==> src/rtl/sevenseg_bank.sv <==
// sevenseg_bank: multi-digit hexadecimal seven-segment display controller.
//
// Holds a loaded value and decodes every nibble to active-low segments
// {g,f,e,d,c,b,a}. Digits can be blanked by the global enable, by
// per-digit enables, by per-digit blinking and by leading-zero
// suppression. A time-multiplexed scan output serves common-anode
// displays.
//
// Ports:
//   clk        - system clock, rising edge
//   rst_n      - asynchronous active-low reset
//   load       - capture value into value_q on this edge
//   value      - DIGITS hex nibbles, digit 0 least significant
//   enable     - global display enable (0 blanks all digits)
//   digit_en   - per-digit enable (0 blanks that digit)
//   blink_mask - per-digit blink select
//   lz_blank   - suppress leading zeros (digit 0 is never suppressed)
//   segs       - registered active-low segments, 7 bits per digit
//   scan_seg   - segments of the currently scanned digit
//   scan_an    - active-low one-hot anode select
module sevenseg_bank #(
  parameter int DIGITS    = 6,
  parameter int BLINK_DIV = 25000000,
  parameter int SCAN_DIV  = 50000
) (
  input  logic                  clk,
  input  logic                  rst_n,
  input  logic                  load,
  input  logic [4*DIGITS-1:0]   value,
  input  logic                  enable,
  input  logic [DIGITS-1:0]     digit_en,
  input  logic [DIGITS-1:0]     blink_mask,
  input  logic                  lz_blank,
  output logic [7*DIGITS-1:0]   segs,
  output logic [6:0]            scan_seg,
  output logic [DIGITS-1:0]     scan_an
);

  localparam int BW = $clog2(BLINK_DIV < 2 ? 2 : BLINK_DIV);
  localparam int SW = $clog2(SCAN_DIV < 2 ? 2 : SCAN_DIV);
  localparam int IW = $clog2(DIGITS < 2 ? 2 : DIGITS);
  localparam logic [DIGITS-1:0] AN_RST = ~DIGITS'(1);

  function automatic logic [6:0] hex_decode(input logic [3:0] nib);
    case (nib)
      4'h0: hex_decode = 7'b1000000;
      4'h1: hex_decode = 7'b1111001;
      4'h2: hex_decode = 7'b0100100;
      4'h3: hex_decode = 7'b0110000;
      4'h4: hex_decode = 7'b0011001;
      4'h5: hex_decode = 7'b0010010;
      4'h6: hex_decode = 7'b0000010;
      4'h7: hex_decode = 7'b1111000;
      4'h8: hex_decode = 7'b0000000;
      4'h9: hex_decode = 7'b0011000;
      4'hA: hex_decode = 7'b0001000;
      4'hB: hex_decode = 7'b0000011;
      4'hC: hex_decode = 7'b1000110;
      4'hD: hex_decode = 7'b0100001;
      4'hE: hex_decode = 7'b0000110;
      default: hex_decode = 7'b0001110;
    endcase
  endfunction

  logic [4*DIGITS-1:0] value_q;
  logic [BW-1:0]       blink_cnt;
  logic                blink_phase;
  logic [SW-1:0]       scan_cnt;
  logic [IW-1:0]       scan_idx;
  logic [IW-1:0]       scan_idx_next;
  logic                scan_wrap;
  logic [DIGITS-1:0]   zero_above;
  logic [7*DIGITS-1:0] segs_next;
  logic [DIGITS-1:0]   an_next;

  assign scan_wrap = (scan_cnt == SW'(SCAN_DIV - 1));

  // Any index at or beyond the last digit (including unreachable codes)
  // advances to 0, so a corrupted index self-heals on the next slot.
  always_comb begin
    scan_idx_next = scan_idx;
    if (scan_wrap) begin
      if (scan_idx >= IW'(DIGITS - 1)) scan_idx_next = '0;
      else                             scan_idx_next = scan_idx + 1'b1;
    end
  end

  genvar gi;
  generate
    for (gi = 0; gi < DIGITS; gi++) begin : g_digit
      logic nib_zero;
      logic lz_term;
      logic blank;

      assign nib_zero = (value_q[4*gi +: 4] == 4'h0);

      // zero_above[i]: nibbles DIGITS-1 down to i are all zero.
      if (gi == DIGITS - 1) begin : g_top
        assign zero_above[gi] = nib_zero;
      end else begin : g_chain
        assign zero_above[gi] = nib_zero & zero_above[gi+1];
      end

      if (gi == 0) begin : g_lz0
        assign lz_term = 1'b0;
      end else begin : g_lzn
        assign lz_term = lz_blank & zero_above[gi];
      end

      assign blank = ~enable | ~digit_en[gi] | (blink_mask[gi] & ~blink_phase) | lz_term;
      assign segs_next[7*gi +: 7] = blank ? 7'h7F : hex_decode(value_q[4*gi +: 4]);
      assign an_next[gi] = (scan_idx_next != IW'(gi));
    end
  endgenerate

  // Scanned segments come straight from registers through a mux.
  always_comb begin
    scan_seg = segs[6:0];
    for (int i = 0; i < DIGITS; i++) begin
      if (scan_idx == IW'(i)) scan_seg = segs[7*i +: 7];
    end
  end

  always_ff @(posedge clk or negedge rst_n) begin
    if (!rst_n) begin
      value_q     <= '0;
      segs        <= '1;
      blink_cnt   <= '0;
      blink_phase <= 1'b1;
      scan_cnt    <= '0;
      scan_idx    <= '0;
      scan_an     <= AN_RST;
    end else begin
      if (load) value_q <= value;
      segs <= segs_next;

      if (blink_cnt == BW'(BLINK_DIV - 1)) begin
        blink_cnt   <= '0;
        blink_phase <= ~blink_phase;
      end else begin
        blink_cnt <= blink_cnt + 1'b1;
      end

      if (scan_wrap) scan_cnt <= '0;
      else           scan_cnt <= scan_cnt + 1'b1;

      scan_idx <= scan_idx_next;
      scan_an  <= an_next;
    end
  end

endmodule

==> config.mk <==
export PLATFORM = sky130hd
export DESIGN_NAME = sevenseg_bank
export DESIGN_NICKNAME = d
export VERILOG_FILES = /design/src/rtl/sevenseg_bank.sv
export SDC_FILE = /design/constraint.sdc
export NUM_CORES = 1
export LEC_CHECK = 0
export ABC_AREA = 0
export CORE_MARGIN = 2
export CORE_UTILIZATION = 55
export DETAILED_ROUTE_END_ITERATION = 8
export PLACE_DENSITY_LB_ADDON = 0.3
export SLEW_MARGIN = 5
export SYNTH_ARGS = -nofsm -noshare
export SYNTH_HDL_FRONTEND = slang
export SYNTH_SLANG_ARGS = --single-unit
export TNS_END_PERCENT = 100
==> constraint.sdc <==
create_clock -name clk -period 3 [get_ports clk]
set_clock_uncertainty 0.2 [all_clocks]
set_input_delay 0.6 -clock clk [delete_from_list [all_inputs] [get_ports clk]]
set_output_delay 0.6 -clock clk [all_outputs]
set_load 0.01 [all_outputs]
==> impl_summary.log, run 1 <==
[metrics] run status: complete, no violations
[metrics] clk slew on worst S/H paths: 50 ps
[metrics] Routed wire per std cell: 18.1 um
[metrics] Detailed Place HPWL: 12.3 mm
[metrics] antenna violations before repair: 0
[metrics] Final Slew Violations: 0
[metrics] vias in the first global route: about 5.5k
[metrics] global router's overall resource usage: between 20% and 30%
[metrics] via count normalized by instance count: ~6.0
[metrics] transition at the pin with the smallest max-transition slack: 853 ps
[metrics] number of clock buffers inserted by TritonCTS: 17
[metrics] R2R Path Start: scan_cnt[11]
[metrics] Max-Cap Viols: 0
[metrics] launch point of the worst hold path: blink_cnt[0]
[metrics] Min Clock Period, post-route: 2940 ps
[metrics] share of flip-flops with an asynchronous set or reset: 100%
[metrics] area of the multi-input gates: 3260 um^2
[metrics] starting density of the core: 56.2%
[metrics] total die area: 12500 um^2
[metrics] Die X-Extent: ~110 um
[metrics] Core Box Area: 11400 um^2
[metrics] Filler cells: 801
[metrics] iteration-0 DRC count of the detailed router: 451
[metrics] residual antenna-violating net count after detailed routing: 0
[metrics] Cell Area, Synth: 6410 um^2
[metrics] row cnt: 39
[metrics] pre-CTS setup slack: -66.9 ps
[metrics] synthesized instance count: between 600 and 700
[metrics] CTS tree: built
[metrics] library cells used by synthesis: 53
[metrics] global route overflow: 0
[metrics] Fin. Hold Viols: 0
[metrics] CTS max path bufs: 2
[metrics] y dimension of the die: 112 um
[metrics] maximum vdd drop: 557 uV
[metrics] Slew headroom: 42.8%
[metrics] sequential element share of the synthesized area: approximately 47%
[metrics] worst min-delay path category: register to register
[metrics] number of cell instances on the worst register-to-register path: 6
[metrics] most common cell after layout, fill and taps aside: sky130_fd_sc_hd__clkdlybuf4s50_1
[metrics] I/O Pins: 96
[metrics] first-pass iteration count of the detailed router: 5
[metrics] Clk Tree Root Cell: sky130_fd_sc_hd__clkbuf_16
[metrics] arrival time at the worst endpoint: 2140 ps
[metrics] #FFs+latches synth: 117
[metrics] count of flip-flops with a built-in enable after synthesis: 0
[metrics] Worst R2R Setup Slack: about 380 ps
[metrics] largest net degree at the start of global routing: 54
[metrics] wire length of the first global-routing pass: between 20 and 30 mm
[metrics] critical path launch point type: register
[metrics] top achievable clock speed: 0.340 GHz
[metrics] number of inserted diodes: 0
[metrics] Total Negative Setup Slacks: 0 ps
[metrics] Req. time, crit path: 2200 ps
[metrics] commonest cells after routing, fill and taps aside: sky130_fd_sc_hd__clkdlybuf4s50_1, sky130_fd_sc_hd__nand2_1, sky130_fd_sc_hd__dfrtp_1
[metrics] synth-to-layout area growth: 30.6%
[metrics] fraction of final layout cells with drive strength greater than 1: 21.6%
[metrics] worst path setup slack after routing: 60.7 ps
[metrics] area taken by flip-flops and latches: 2990 um^2
[metrics] GPL Wtd Cong: 0.916
[metrics] highest fanout seen on the critical path: 6
[metrics] static leakage power: 0.00340 uW
[metrics] clock net sink count: around 120
[metrics] Worst Hold Path EP: blink_cnt[0]
[metrics] Setup violations, final: 0
[metrics] syn_area_per_cell: between 9 and 10 um^2
[metrics] detailed-route via count: roughly 5.6k
[metrics] PwrDens: approximately 530 nW/um^2
[metrics] CTS H-Tree Depth: 4
[metrics] net count of the finished layout: 850
[metrics] reg-to-reg endpoint: scan_an[5]
[metrics] Setup Crit Path Kind: register to primary output
[metrics] final-layout worst hold slack: around 300 ps
[metrics] main flop type after synthesis: sky130_fd_sc_hd__dfrtp_1
[metrics] Yosys warning total: 0
[metrics] fin crit share: 98.0%
[metrics] clock network latency to the later pin of the worst-skew pair: 420 ps
[metrics] Port Buf Inserts: 95
[metrics] nets in the synthesized netlist: approximately 730
[metrics] CP endpoint kind: primary output
[metrics] DR DRC count: 0
[metrics] depth of the worst hold-timing path: 1
[metrics] Post-Route WL: 16.8 mm
## sequential cells by signal, summed over array words and instances (netlist names)
register     cells
blink_cnt       25
blink_phase      1
scan_an          6
scan_cnt        16
scan_idx         3
segs            42
value_q         24
## worst max-delay path, cell delays in order, from the launching register on
cell and delay [ps]:
sky130_fd_sc_hd__dfrtp_1 390, sky130_fd_sc_hd__inv_2 90, sky130_fd_sc_hd__ha_4 160, sky130_fd_sc_hd__buf_6 110, sky130_fd_sc_hd__or3b_2 450, sky130_fd_sc_hd__a21oi_2 140
sky130_fd_sc_hd__o31a_1 150, sky130_fd_sc_hd__o21ai_1 80, sky130_fd_sc_hd__buf_2 140
## how the worst max path moves through the flow
stage / startpoint / end / slack (ps)
final: scan_idx[1] / scan_seg[2] / 60
after global routing: scan_idx[1] / scan_seg[2] / -2
after CTS: scan_idx[1] / scan_seg[6] / -50
after detailed placement: scan_idx[1] / scan_seg[0] / -70
after global placement: scan_idx[1] / scan_seg[0] / 30
after floorplan: scan_idx[2] / scan_seg[0] / 290
## routing by layer
layer / routed length, um / vias to the layer above / global-route usage, %
met5: 0 / - / 0
met4: 709 / 0 / 14.8
met3: 890 / 54 / 6.15
met2: 8650 / 196 / 48.7
met1: 6590 / 2698 / 32.3
li1: - / 2608 / -
## cells in the mapped netlist, types with 3 or more instances
library cell	count	share of area [%]
sky130_fd_sc_hd__o21ai_0	47	3.7
sky130_fd_sc_hd__nor2b_1	7	0.68
sky130_fd_sc_hd__xnor2_1	20	2.7
sky130_fd_sc_hd__mux2_2	9	1.6
sky130_fd_sc_hd__xor2_1	9	1.2
sky130_fd_sc_hd__nor4_1	7	0.68
sky130_fd_sc_hd__dfstp_2	48	20
sky130_fd_sc_hd__nand3b_1	6	0.70
sky130_fd_sc_hd__and3_1	3	0.29
sky130_fd_sc_hd__dfrtp_1	69	27
sky130_fd_sc_hd__nand4_1	10	0.98
sky130_fd_sc_hd__o31a_1	9	1.2
sky130_fd_sc_hd__or3b_2	10	1.4
sky130_fd_sc_hd__inv_1	31	1.8
sky130_fd_sc_hd__a211oi_1	4	0.47
sky130_fd_sc_hd__or4_1	4	0.47
sky130_fd_sc_hd__clkbuf_1	28	1.6
sky130_fd_sc_hd__nand2_1	72	4.2
sky130_fd_sc_hd__o311ai_0	11	1.5
sky130_fd_sc_hd__nor2_1	39	2.3
sky130_fd_sc_hd__a21oi_1	34	2.7
sky130_fd_sc_hd__nand3_1	28	2.2
sky130_fd_sc_hd__nand2b_1	9	0.88
sky130_fd_sc_hd__and2_1	3	0.29
sky130_fd_sc_hd__o22ai_1	8	0.78
sky130_fd_sc_hd__and4_1	3	0.41
sky130_fd_sc_hd__mux2i_1	12	1.9
sky130_fd_sc_hd__o211ai_1	37	4.3
sky130_fd_sc_hd__ha_1	32	6.2
sky130_fd_sc_hd__or2_2	11	1.1
sky130_fd_sc_hd__nor3_1	9	0.70
sky130_fd_sc_hd__or3_1	3	0.29
## final cells by class
class	instances	area share (%)
clock buffers	27	6.89
repair buffers	127	14.0
inverters	32	1.43
well taps	143	2.14
clock inverters	5	0.941
multi-input cells	482	38.9
flip-flops and latches	117	35.7
## stage by stage
step | instances | total power (uW) | util [%] | area (um^2)
final | 933 | 4410 | 73.4 | 8380
after global routing | 933 | 4560 | 73.4 | 8380
after CTS | 930 | 4430 | 73.1 | 8340
after detailed placement | 895 | 2240 | 66.9 | 7630
after global placement | 895 | 2220 | 66.9 | 7630
after floorplan | 661 | 2010 | - | 6410
## power breakdown
part	switching (uW)	internal (uW)	total [uW]
registers	94.3	1660	1750
clock network	696	1480	2180
logic	243	234	477
total	1030	3370	4410
## cells by family (layout without fill, tap and decap cells)
logic type	count (synthesis)	in the layout	share of synthesized area, %
AOI/OAI and AO/OA	162	162	16.1
xor gates and xnor gates	29	29	3.96
adders and majority gates	32	32	6.24
buffers and inverters	62	191	3.67
DFF	117	117	46.6
muxes	21	21	3.45
and+or+nand+nor	238	238	20.0
## what timing repair did
item / in CTS / in global routing
hold endpoints to repair: 6 / 0
hold buffers: 1 / 0
gates resized for setup: 19 / 34
setup endpoints to repair: 7 / 7
buffers inserted: 2 / 3
pin swaps: 1 / 4
Note: power is estimated with default switching activity, not from simulation.
==> run 2, diff against run 1 <==
Settings changed: GPL_ROUTABILITY_DRIVEN set to 0, SLEW_MARGIN 5 to unset.
==> run 2 against run 1 <==
Routed wire length down 3.0%. Setup slack worse by 5.5 ps. Critical path depth down 1. Utilization down 0.65 points. Combinational power about the same. Largest cell class unchanged. Cell count down 0.43%. Sequential share of layout area up 0.32 points.
==> impl_summary.log, run 2 (synthesis results as in run 1) <==
[metrics] global router's overall resource usage: 27.5% (was 28.0%)
[metrics] net switching power of the design: 1080 uW (was 1030 uW)
[metrics] global route overflow: 0 (unchanged)
[metrics] CTS tree: built (unchanged)
[metrics] vias in the first global route: 5584 (was 5465)
[metrics] Global Route met3 Usage: 7.08% (was 6.15%)
[metrics] final-layout worst hold slack: 295 ps (was 301 ps)
[metrics] residual antenna-violating net count after detailed routing: 0 (unchanged)
[metrics] number of clock buffers inserted by TritonCTS: 17 (unchanged)
[metrics] worst path setup slack after routing: 55.2 ps (was 60.7 ps)
[metrics] Max-Cap Viols: 0 (unchanged)
[metrics] Regs by FF count: segs (42), blink_cnt (25), value_q (24) (unchanged)
[metrics] static leakage power: 0.00334 uW (was 0.00340 uW)
[metrics] Final Slew Violations: 0 (unchanged)
[metrics] Worst path most repeated cell: sky130_fd_sc_hd__buf_4
[metrics] Global Route met1 Usage: 33.1% (was 32.3%)
[metrics] Routed wire per std cell: 17.6 um (was 18.1 um)
[metrics] I/O Pins: 96 (unchanged)
[metrics] CP endpoint kind: primary output (unchanged)
[metrics] largest net degree at the start of global routing: 53 (was 54)
[metrics] transition at the pin with the smallest max-transition slack: 966 ps (was 853 ps)
[metrics] fin crit share: 98.2% (was 98.0%)
[metrics] final standard cell area without fillers: 8300 um^2 (was 8380 um^2)
[metrics] Min Clock Period, post-route: 2940 ps (about the same)
[metrics] area taken by flip-flops and latches: 2990 um^2 (unchanged)
[metrics] setup repair after global routing missed its margin: yes
[metrics] PwrDens: 515 nW/um^2 (was 526 nW/um^2)
[metrics] highest-utilization routing layer at the global route stage: met2 (unchanged)
[metrics] starting density of the core: 56.2% (unchanged)
[metrics] power consumption: 4280 uW (was 4410 uW)
[metrics] top achievable clock speed: 0.340 GHz (about the same)
[metrics] clock net sink count: 117 (unchanged)
[metrics] met2 global-route usage: 48.1% (was 48.7%)
[metrics] synth-to-layout area growth: 29.4% (was 30.6%)
[metrics] DR DRC count: 0 (unchanged)
[metrics] clock network latency to the later pin of the worst-skew pair: 420 ps (about the same)
[metrics] run status: complete, no violations (unchanged)
[metrics] antenna violations before repair: 0 (unchanged)
[metrics] y dimension of the die: 112 um (unchanged)
[metrics] instance area after placement: 7600 um^2 (was 7630 um^2)
[metrics] net count of the finished layout: 846 (was 850)
[metrics] Comb power frac: 11.1% (was 10.8%)
[metrics] arrival time at the worst endpoint: 2140 ps (about the same)
[metrics] pre-CTS setup slack: -48.8 ps (was -66.9 ps)
[metrics] CP bufs+invs: 3 (unchanged)
[metrics] gate family responsible for the most delay along the worst path: buffers and inverters (was simple AND/OR/NAND/NOR gates)
[metrics] number of inserted diodes: 0 (unchanged)
[metrics] CP max stage delay: 420 ps (was 450 ps)
[metrics] area of the multi-input gates: 3260 um^2 (about the same)
[metrics] CTS H-Tree Depth: 4 (unchanged)
[metrics] iteration-0 DRC count of the detailed router: 350 (was 451)
[metrics] Detailed Place HPWL: 11.6 mm (was 12.3 mm)
[metrics] Filler cells: 797 (was 801)
[metrics] switch share: 25.3% (was 23.5%)
[metrics] critical path launch point type: register (unchanged)
[metrics] Fin. Hold Viols: 0 (unchanged)
[metrics] total die area: 12500 um^2 (unchanged)
[metrics] CTS max path bufs: 2 (unchanged)
[metrics] internal power contribution: 3200 uW (was 3370 uW)
[metrics] max FFs per register: 42 (unchanged)
[metrics] Die X-Extent: 112 um (unchanged)
[metrics] highest fanout seen on the critical path: 7 (was 6)
[metrics] Slew headroom: 35.0% (was 42.8%)
[metrics] Post-Route WL: 16.3 mm (was 16.8 mm)
[metrics] row cnt: 39 (unchanged)
[metrics] first-pass iteration count of the detailed router: 5 (unchanged)
[metrics] Worst path slowest cell: sky130_fd_sc_hd__dfrtp_2 (was sky130_fd_sc_hd__or3b_2)
[metrics] detailed-route via count: 5552 (was 5556)
[metrics] most common cell after layout, fill and taps aside: sky130_fd_sc_hd__clkdlybuf4s50_1 (unchanged)
[metrics] fraction of final layout cells with drive strength greater than 1: 21.8% (was 21.6%)
[metrics] clk slew on worst S/H paths: 60 ps (was 50 ps)
[metrics] wire length of the first global-routing pass: 27.4 mm (was 27.3 mm)
[metrics] via count normalized by instance count: 5.98 (was 5.95)
[metrics] worst min-delay path category: register to register (unchanged)
[metrics] Req. time, crit path: 2200 ps (about the same)
[metrics] Clk Tree Root Cell: sky130_fd_sc_hd__clkbuf_16 (unchanged)
[metrics] commonest cells after routing, fill and taps aside: sky130_fd_sc_hd__clkdlybuf4s50_1, sky130_fd_sc_hd__nand2_1, sky130_fd_sc_hd__dfrtp_1 (unchanged)
[metrics] Setup violations, final: 0 (unchanged)
[metrics] part of the total power dissipated in sequential elements: 40.9% (was 39.8%)
[metrics] Port Buf Inserts: 95 (unchanged)
[metrics] Core Box Area: 11400 um^2 (unchanged)
[metrics] Setup Crit Path Kind: register to primary output (unchanged)
[metrics] cell breakdown of the critical path: buf_4, ha_2, ha_4, buf_4, o31a_1, o21ai_2, buf_2 (was inv_2, ha_4, buf_6, or3b_2, a21oi_2, o31a_1, o21ai_1, buf_2)
[metrics] maximum vdd drop: 500 uV (was 557 uV)
[metrics] Largest Register: segs (unchanged)
[metrics] portion of total power attributed to the clock network: 48.0% (was 49.4%)
-- run 2: routing by layer --
layer,up-vias,wire length (um)
met1,2697,6500
met3,40,958
met4,0,459
li1,2610,-
met5,-,0
met2,205,8410
-- run 2: worst reg2reg max path: stages (launching register included) --
cell and delay (ps):
sky130_fd_sc_hd__dfrtp_1 410, sky130_fd_sc_hd__inv_1 160, sky130_fd_sc_hd__ha_1 250, sky130_fd_sc_hd__or3b_2 500
sky130_fd_sc_hd__nor4_1 450, sky130_fd_sc_hd__buf_4 200, sky130_fd_sc_hd__a31oi_1 200, sky130_fd_sc_hd__o211ai_1 180
-- run 2: path summary, 6_finish.rpt --
kind	from	end	slack, ps	depth (start not counted)
max	scan_idx[0]	scan_seg[0]	60	7
max in group asynchronous	rst_n	segs[34]	1320	3
min	scan_cnt[10]	scan_cnt[10]	300	1
max reg2reg	value_q[16]	segs[8]	370	7
min reg2reg	scan_cnt[10]	scan_cnt[10]	300	1
min in group asynchronous	rst_n	scan_cnt[2]	500	2
-- run 2: layout make-up --
cell class / instances / area share [%]
multi-input combinational: 482 / 39.3
sequential: 117 / 36.0
inverter: 32 / 1.45
tap: 143 / 2.16
clock inverter: 15 / 2.19
timing repair buffer: 123 / 13.8
clock buffer: 17 / 5.12
-- run 2: per-stage QoR --
stage | instances | util [%] | setup TNS [ps]
after floorplan | 661 | - | 0
after global placement | 891 | 66.6 | 0
after detailed placement | 891 | 66.6 | -198
after CTS | 930 | 72.6 | 0
after global routing | 929 | 72.7 | -15.7
final | 929 | 72.7 | 0
-- run 2: power by group through the flow --
stage | combinational [uW] | clock, uW | sequential, uW
final | 475 | 2050 | 1750
after global routing | 529 | 2160 | 1760
after CTS | 475 | 2080 | 1750
after detailed placement | 469 | 0 | 1770
after global placement | 450 | 0 | 1770
after floorplan | 274 | 0 | 1730
-- run 2: what timing repair did --
| action | 4_1_cts | 5_1_grt |
|---|---|---|
| hold buffers | 1 | 0 |
| hold endpoints to repair | 19 | 0 |
| endpoints found under the setup margin | 7 | 6 |
| setup buffers | 6 | 0 |
| pin swaps | 2 | 9 |
| resized for setup | 48 | 13 |
